**config.mk**
```make
export PLATFORM = sky130hd
export DESIGN_NAME = axicb_slv_rd_cpl_switch
export DESIGN_NICKNAME = d
export VERILOG_FILES = /design/src/rtl/axicb_slv_rd_cpl_switch.sv
export SDC_FILE = /design/constraint.sdc
export NUM_CORES = 1
export LEC_CHECK = 0
export BUFFER_PORTS_ARGS = -buffer_cell sky130_fd_sc_hd__buf_4
export CAP_MARGIN = 20
export CORE_AREA = 2 2 97 99
export CTS_BUF_LIST = sky130_fd_sc_hd__clkbuf_16
export CTS_CLUSTER_SIZE = 10
export DETAILED_ROUTE_END_ITERATION = 16
export DIE_AREA = 0 0 99 101
export PLACE_DENSITY_LB_ADDON = 0.12
export SLEW_MARGIN = 20
export SYNTH_ARGS = -nofsm -noshare
export SYNTH_HDL_FRONTEND = slang
export SYNTH_SLANG_ARGS = --single-unit
```
**constraint.sdc**
```tcl
create_clock -name aclk -period 2.1 [get_ports aclk]
set_input_delay 0.21 -clock aclk [delete_from_list [all_inputs] [get_ports aclk]]
set_output_delay 0.21 -clock aclk [all_outputs]
set_load 0.1 [all_outputs]
```
**src/rtl/axicb_slv_rd_cpl_switch.sv**
```systemverilog
// Read completion switch: muxes the granted slave's R channel to the master or
// generates a local DECERR burst for misrouted reads. Optional macro: AXICB_RCH_PIPE_EN.
module axicb_slv_rd_cpl_switch #(
  parameter int AXI_ID_W   = 8,
  parameter int AXI_DATA_W = 32,
  parameter int SLV_NB     = 4
) (
  input  logic                         aclk,
  input  logic                         srst,
  output logic                         c_en,
  input  logic [SLV_NB-1:0]            c_grant,
  input  logic                         c_mr,
  input  logic [7:0]                   c_len,
  input  logic [AXI_ID_W-1:0]          c_id,
  output logic                         c_end,
  input  logic [SLV_NB-1:0]            s_rvalid,
  output logic [SLV_NB-1:0]            s_rready,
  input  logic [AXI_ID_W*SLV_NB-1:0]   s_rid,
  input  logic [2*SLV_NB-1:0]          s_rresp,
  input  logic [AXI_DATA_W*SLV_NB-1:0] s_rdata,
  input  logic [SLV_NB-1:0]            s_rlast,
  output logic                         m_rvalid,
  input  logic                         m_rready,
  output logic [AXI_ID_W-1:0]          m_rid,
  output logic [1:0]                   m_rresp,
  output logic [AXI_DATA_W-1:0]        m_rdata,
  output logic                         m_rlast
);

  localparam int IDX_W = (SLV_NB > 1) ? $clog2(SLV_NB) : 1;
  localparam int PL_W  = AXI_ID_W + 2 + AXI_DATA_W + 1;

  typedef enum logic [1:0] {
    IDLE = 2'd0,
    PASS = 2'd1,
    MR   = 2'd2
  } state_t;

  state_t                 r_state;
  state_t                 w_state_nxt;
  state_t                 w_state_eff;
  logic [SLV_NB-1:0]      r_grant;
  logic [IDX_W-1:0]       r_idx;
  logic [7:0]             r_len;
  logic [7:0]             r_cnt;
  logic [AXI_ID_W-1:0]    r_id;

  logic [SLV_NB-1:0]      w_grant_lo;
  logic [IDX_W-1:0]       w_grant_idx;
  logic                   w_accept;
  logic                   w_beat;
  logic                   w_last_beat;
  logic                   w_src_valid;
  logic [AXI_ID_W-1:0]    w_src_id;
  logic [1:0]             w_src_resp;
  logic [AXI_DATA_W-1:0]  w_src_data;
  logic                   w_src_last;
  logic [SLV_NB-1:0]      w_slv_rdy;

  // Only the lowest set bit of a multi-hot grant is honoured.
  assign w_grant_lo = c_grant & (~c_grant + SLV_NB'(1));

  always_comb begin
    w_grant_idx = '0;
    for (int i = 0; i < SLV_NB; i++) begin
      w_grant_idx = w_grant_idx | ({IDX_W{w_grant_lo[i]}} & IDX_W'(i));
    end
  end

  // srst forces the datapath idle in the same cycle so an abort is immediate.
  assign w_state_eff = srst ? IDLE : r_state;

  always_comb begin
    w_src_valid = 1'b0;
    w_src_id    = '0;
    w_src_resp  = 2'b00;
    w_src_data  = '0;
    w_src_last  = 1'b0;
    w_slv_rdy   = '0;
    case (w_state_eff)
      PASS: begin
        w_src_valid = |(s_rvalid & r_grant);
        w_src_id    = s_rid[r_idx*AXI_ID_W +: AXI_ID_W];
        w_src_resp  = s_rresp[r_idx*2 +: 2];
        w_src_data  = s_rdata[r_idx*AXI_DATA_W +: AXI_DATA_W];
        w_src_last  = s_rlast[r_idx];
        w_slv_rdy   = r_grant & {SLV_NB{w_accept}};
      end
      MR: begin
        w_src_valid = 1'b1;
        w_src_id    = r_id;
        w_src_resp  = 2'b11;
        w_src_last  = (r_cnt == r_len);
      end
      default: begin
        w_src_valid = 1'b0;
      end
    endcase
  end

  assign w_beat      = w_src_valid & w_accept;
  assign w_last_beat = w_beat & w_src_last;
  assign c_end       = w_last_beat;
  assign c_en        = w_last_beat;
  assign s_rready    = w_slv_rdy;

  always_comb begin
    w_state_nxt = r_state;
    case (r_state)
      IDLE: begin
        if (|c_grant) begin
          w_state_nxt = c_mr ? MR : PASS;
        end else begin
          w_state_nxt = IDLE;
        end
      end
      PASS, MR: begin
        if (w_last_beat) begin
          w_state_nxt = IDLE;
        end else begin
          w_state_nxt = r_state;
        end
      end
      default: w_state_nxt = IDLE;
    endcase
  end

  always_ff @(posedge aclk) begin
    if (srst) begin
      r_state <= IDLE;
      r_grant <= '0;
      r_idx   <= '0;
      r_len   <= 8'd0;
      r_id    <= '0;
      r_cnt   <= 8'd0;
    end else begin
      r_state <= w_state_nxt;
      if (r_state == IDLE && |c_grant) begin
        r_grant <= w_grant_lo;
        r_idx   <= w_grant_idx;
        r_len   <= c_len;
        r_id    <= c_id;
        r_cnt   <= 8'd0;
      end else if (w_beat && r_cnt != 8'hFF) begin
        r_cnt <= r_cnt + 8'd1;
      end else begin
        r_cnt <= r_cnt;
      end
    end
  end

`ifdef AXICB_RCH_PIPE_EN
  logic [1:0]      r_bcnt;
  logic [PL_W-1:0] r_bd0;
  logic [PL_W-1:0] r_bd1;
  logic [PL_W-1:0] w_pl;
  logic            w_pop;

  // Two entries let the source keep streaming while the head waits on m_rready.
  assign w_pl     = {w_src_id, w_src_resp, w_src_data, w_src_last};
  assign w_accept = (r_bcnt != 2'd2);
  assign w_pop    = (r_bcnt != 2'd0) & m_rready;
  assign m_rvalid = (r_bcnt != 2'd0);
  assign {m_rid, m_rresp, m_rdata, m_rlast} = (r_bcnt != 2'd0) ? r_bd0 : {PL_W{1'b0}};

  always_ff @(posedge aclk) begin
    if (srst) begin
      r_bcnt <= 2'd0;
      r_bd0  <= '0;
      r_bd1  <= '0;
    end else begin
      case ({w_beat, w_pop})
        2'b10: begin
          if (r_bcnt == 2'd0) begin
            r_bd0 <= w_pl;
          end else begin
            r_bd1 <= w_pl;
          end
          r_bcnt <= r_bcnt + 2'd1;
        end
        2'b01: begin
          r_bd0  <= r_bd1;
          r_bcnt <= r_bcnt - 2'd1;
        end
        2'b11: begin
          if (r_bcnt == 2'd1) begin
            r_bd0 <= w_pl;
          end else begin
            r_bd0 <= r_bd1;
            r_bd1 <= w_pl;
          end
        end
        default: begin
          r_bcnt <= r_bcnt;
        end
      endcase
    end
  end
`else
  assign w_accept = m_rready;
  assign m_rvalid = w_src_valid;
  assign m_rid    = w_src_id;
  assign m_rresp  = w_src_resp;
  assign m_rdata  = w_src_data;
  assign m_rlast  = w_src_last;
`endif

endmodule
```
==> results.md <==
* Outcome: completed
* TritonCTS buffer count at 5
* Synth Area per Inst at 9.54 µm²
* Chip width at 99 µm
* Leading area contributor after synthesis: mux4_2
* Critical path startpoint category: flop
* Final worst path period need at 2070 ps
* P&R area growth vs syn at 103%
* DIE AREA at 0.0100 mm²
* Vias/cell at 5.20
* First-pass GRT wire length at 17.8 mm
* Largest net degree at the start of global routing at 44
* Slew Limit Fails at 0
* Core area at 0.00898 mm²
* Total GRT Usage at 22.5%
* Final GP Congestion at 0.788
* Number of nets still failing antenna checks after routing at 0
* Synth top area cells: mux4_2 (34%), dfxtp_1 (22%), and2_1 (7.2%)
* Hold crit path type: primary input to flop
* Htree depth at 2
* Wirelength, routed at 12.3 mm
* Wirelength per Cell at 18.5 µm
* EDFF count, synth at 0
* Slew @ Worst Pin at 461 ps
* Crit Path Max Fanout at 8
* Yosys warnings at 0
* WP data required at 1890 ps
* Top cells by count, synth: nand2_1 (46), mux4_2 (43), and2_1 (33)
* Rows at 35
* WP buf/inv at 3
* DRT iter0 DRCs at 70
* Metal3 WL at 945 µm
* Slew Limit Headroom at 68.8%
* CP Cell Sequence: buf_12 -> buf_12 -> mux4_2 -> and2_4 -> buf_12
* Leak Pwr at 2.52 nW
* Period utilization at 98.7%
* PwrDens at 568 mW/mm²
* Via count at 3,468
* Crit-path max cell delay at 510 ps
* Final setup viols at 0
* Post-place setup slack at 48.1 ps
* Final TNS setup at 0 ps
* Syn_nets at 505
* Layout cells sized above 1 at 69.2%
* Post-CTS Hold Fix Bufs at 0
* Worst Slack Setup Final at 27.6 ps
* Die H at 101 µm
* Hold_ws at 185 ps
* DRC at 0
* Netlist cell types at 42
* #FFs+latches synth at 32
* Nets at 759
* CP endpoint kind: output pin
* Post-Syn Area at 0.00287 mm²
* Total power at 3.31 mW
* Clock root buffer: clkbuf_16
* Sink Count at 32
* DRT met1 WL at 4.51 mm
* Endpoints failing hold at 0
* Buffers on Ports at 249
* Placed insts at 651
* DP HPWL at 9.48 mm
* RSZ-0062 raised after global routing: yes
* Maxcap violations at 0
* Starting Density at 32.0%
* Critical path's most frequent cell: buf_12
* Final Non-Filler Cells at 667
* Clock latency at the later pin of the worst-skew pair at 270 ps
* Crit path DAT at 1860 ps
* Synth Flop Type: dfxtp_1
* I/O Pins at 250
* Yosys top cell area share at 33.7%
* Slowest library cell on the worst path: mux4_2
* Max Fclk at 483 MHz
* Grt ovf at 0
* Most frequent cell after synthesis: nand2_1
* Syn Inst Count at 301
* Top Metal Used: met4
* DR WL met2 at 6.62 mm
* CTS max path bufs at 2
* Post-synth ARST share at 0%
* Number of global-route vias before repair at 3,553
* Ant diodes at 0
* CTS tree: built
* Antenna violations before repair at 0
* Post-synthesis sequential area ratio at 22.3%
* Clk slew on worst S/H paths at 50 ps
* Critical path class: flop to output pin
* Clock Skews at 2.45 ps
* Drt pass-1 iters at 4
* Delay-heaviest family, CP: multiplexers
* VDD IR max at 0.392 mV
-- cells by family after synthesis --
family	synth area share, %
multiplexers	34.6
buffers and inverters	4.66
AND/OR/NAND/NOR	21.6
adder cells (fa/ha/maj)	1.74
flip-flops	22.3
AO/OA/AOI/OAI	12.7
XOR/XNOR	2.44
-- worst min-delay path, cell delays in order --
cell	delay, ps
buf_4	110
nand2_1	40
a21oi_1	50
-- flip-flops by register name, indices dropped and copies added (netlist names) --
name and cells:
r_grant 4, r_id 8, r_cnt 8, r_state 2, r_idx 2, r_len 8
-- cell type report --
cell class / count / area [µm²]
tap: 111 / 139
inverter: 4 / 15.0
clock inverter: 3 / 11.3
clock buffer: 5 / 125
multi-input combinational: 238 / 2340
sequential: 32 / 646
fill: 721 / 3150
timing repair buffer: 274 / 2550
-- where the power goes --
part	switching [mW]	leakage [nW]	internal (mW)
Combinational	0.974	2.18	0.920
Clock	0.254	0.0738	0.426
Sequential	0.0541	0.264	0.681
Total	1.28	2.52	2.03
-- layer usage --
metal  vias up  track usage, %
met2       168            39.5
met5         -               0
met1      1648            27.3
met3        18            5.41
li1       1634               -
met4         0            6.64
-- path summary, 6_finish.rpt --
path / cells past startpoint / to / slack (ps) / from
worst max-delay path: 5 / m_rdata[24] / 30 / r_idx[0]
worst min-delay path: 3 / r_id[4] / 180 / c_id[4]
worst max register to register: 6 / r_state[0] / 230 / r_idx[0]
worst min register to register: 2 / r_len[5] / 470 / r_len[5]
-- placed cells by master, fill, tap and decap left out, types with 2 or more instances in the layout --
cell and count:
nand2_1 45, a21oi_1 23, a22oi_2 8, nand2b_1 3, buf_16 2, clkbuf_16 6, mux4_2 43, and3_1 5
a41o_1 2, a22oi_1 2, inv_1 6, nor2_4 11, a21oi_2 2, nand3b_1 2, a31oi_1 2, buf_8 6
ha_1 3, o31ai_1 2, and2_4 20, xnor2_1 8, or3_1 2, dfxtp_1 30, buf_6 17, nor2_1 7
o21ai_0 4, buf_4 222, buf_12 26, and2_2 13, nor3_1 3, nand3_1 7
-- repair_timing --
item / CTS / global route
pin swaps: 5 / 3
gates resized for setup: 48 / 85
endpoints found under the setup margin: 29 / 48
cloned: 2 / 1
setup buffers: 0 / 5
-- per-stage QoR --
stage / cell area (µm²) / utilization, %
after CTS: 5460 / 60.9
after floorplan: 3020 / -
after global placement: 5070 / 56.5
after global routing: 5830 / 64.9
final: 5830 / 64.9
after detailed placement: 5070 / 56.5
Note: power is estimated with default switching activity, not from simulation.
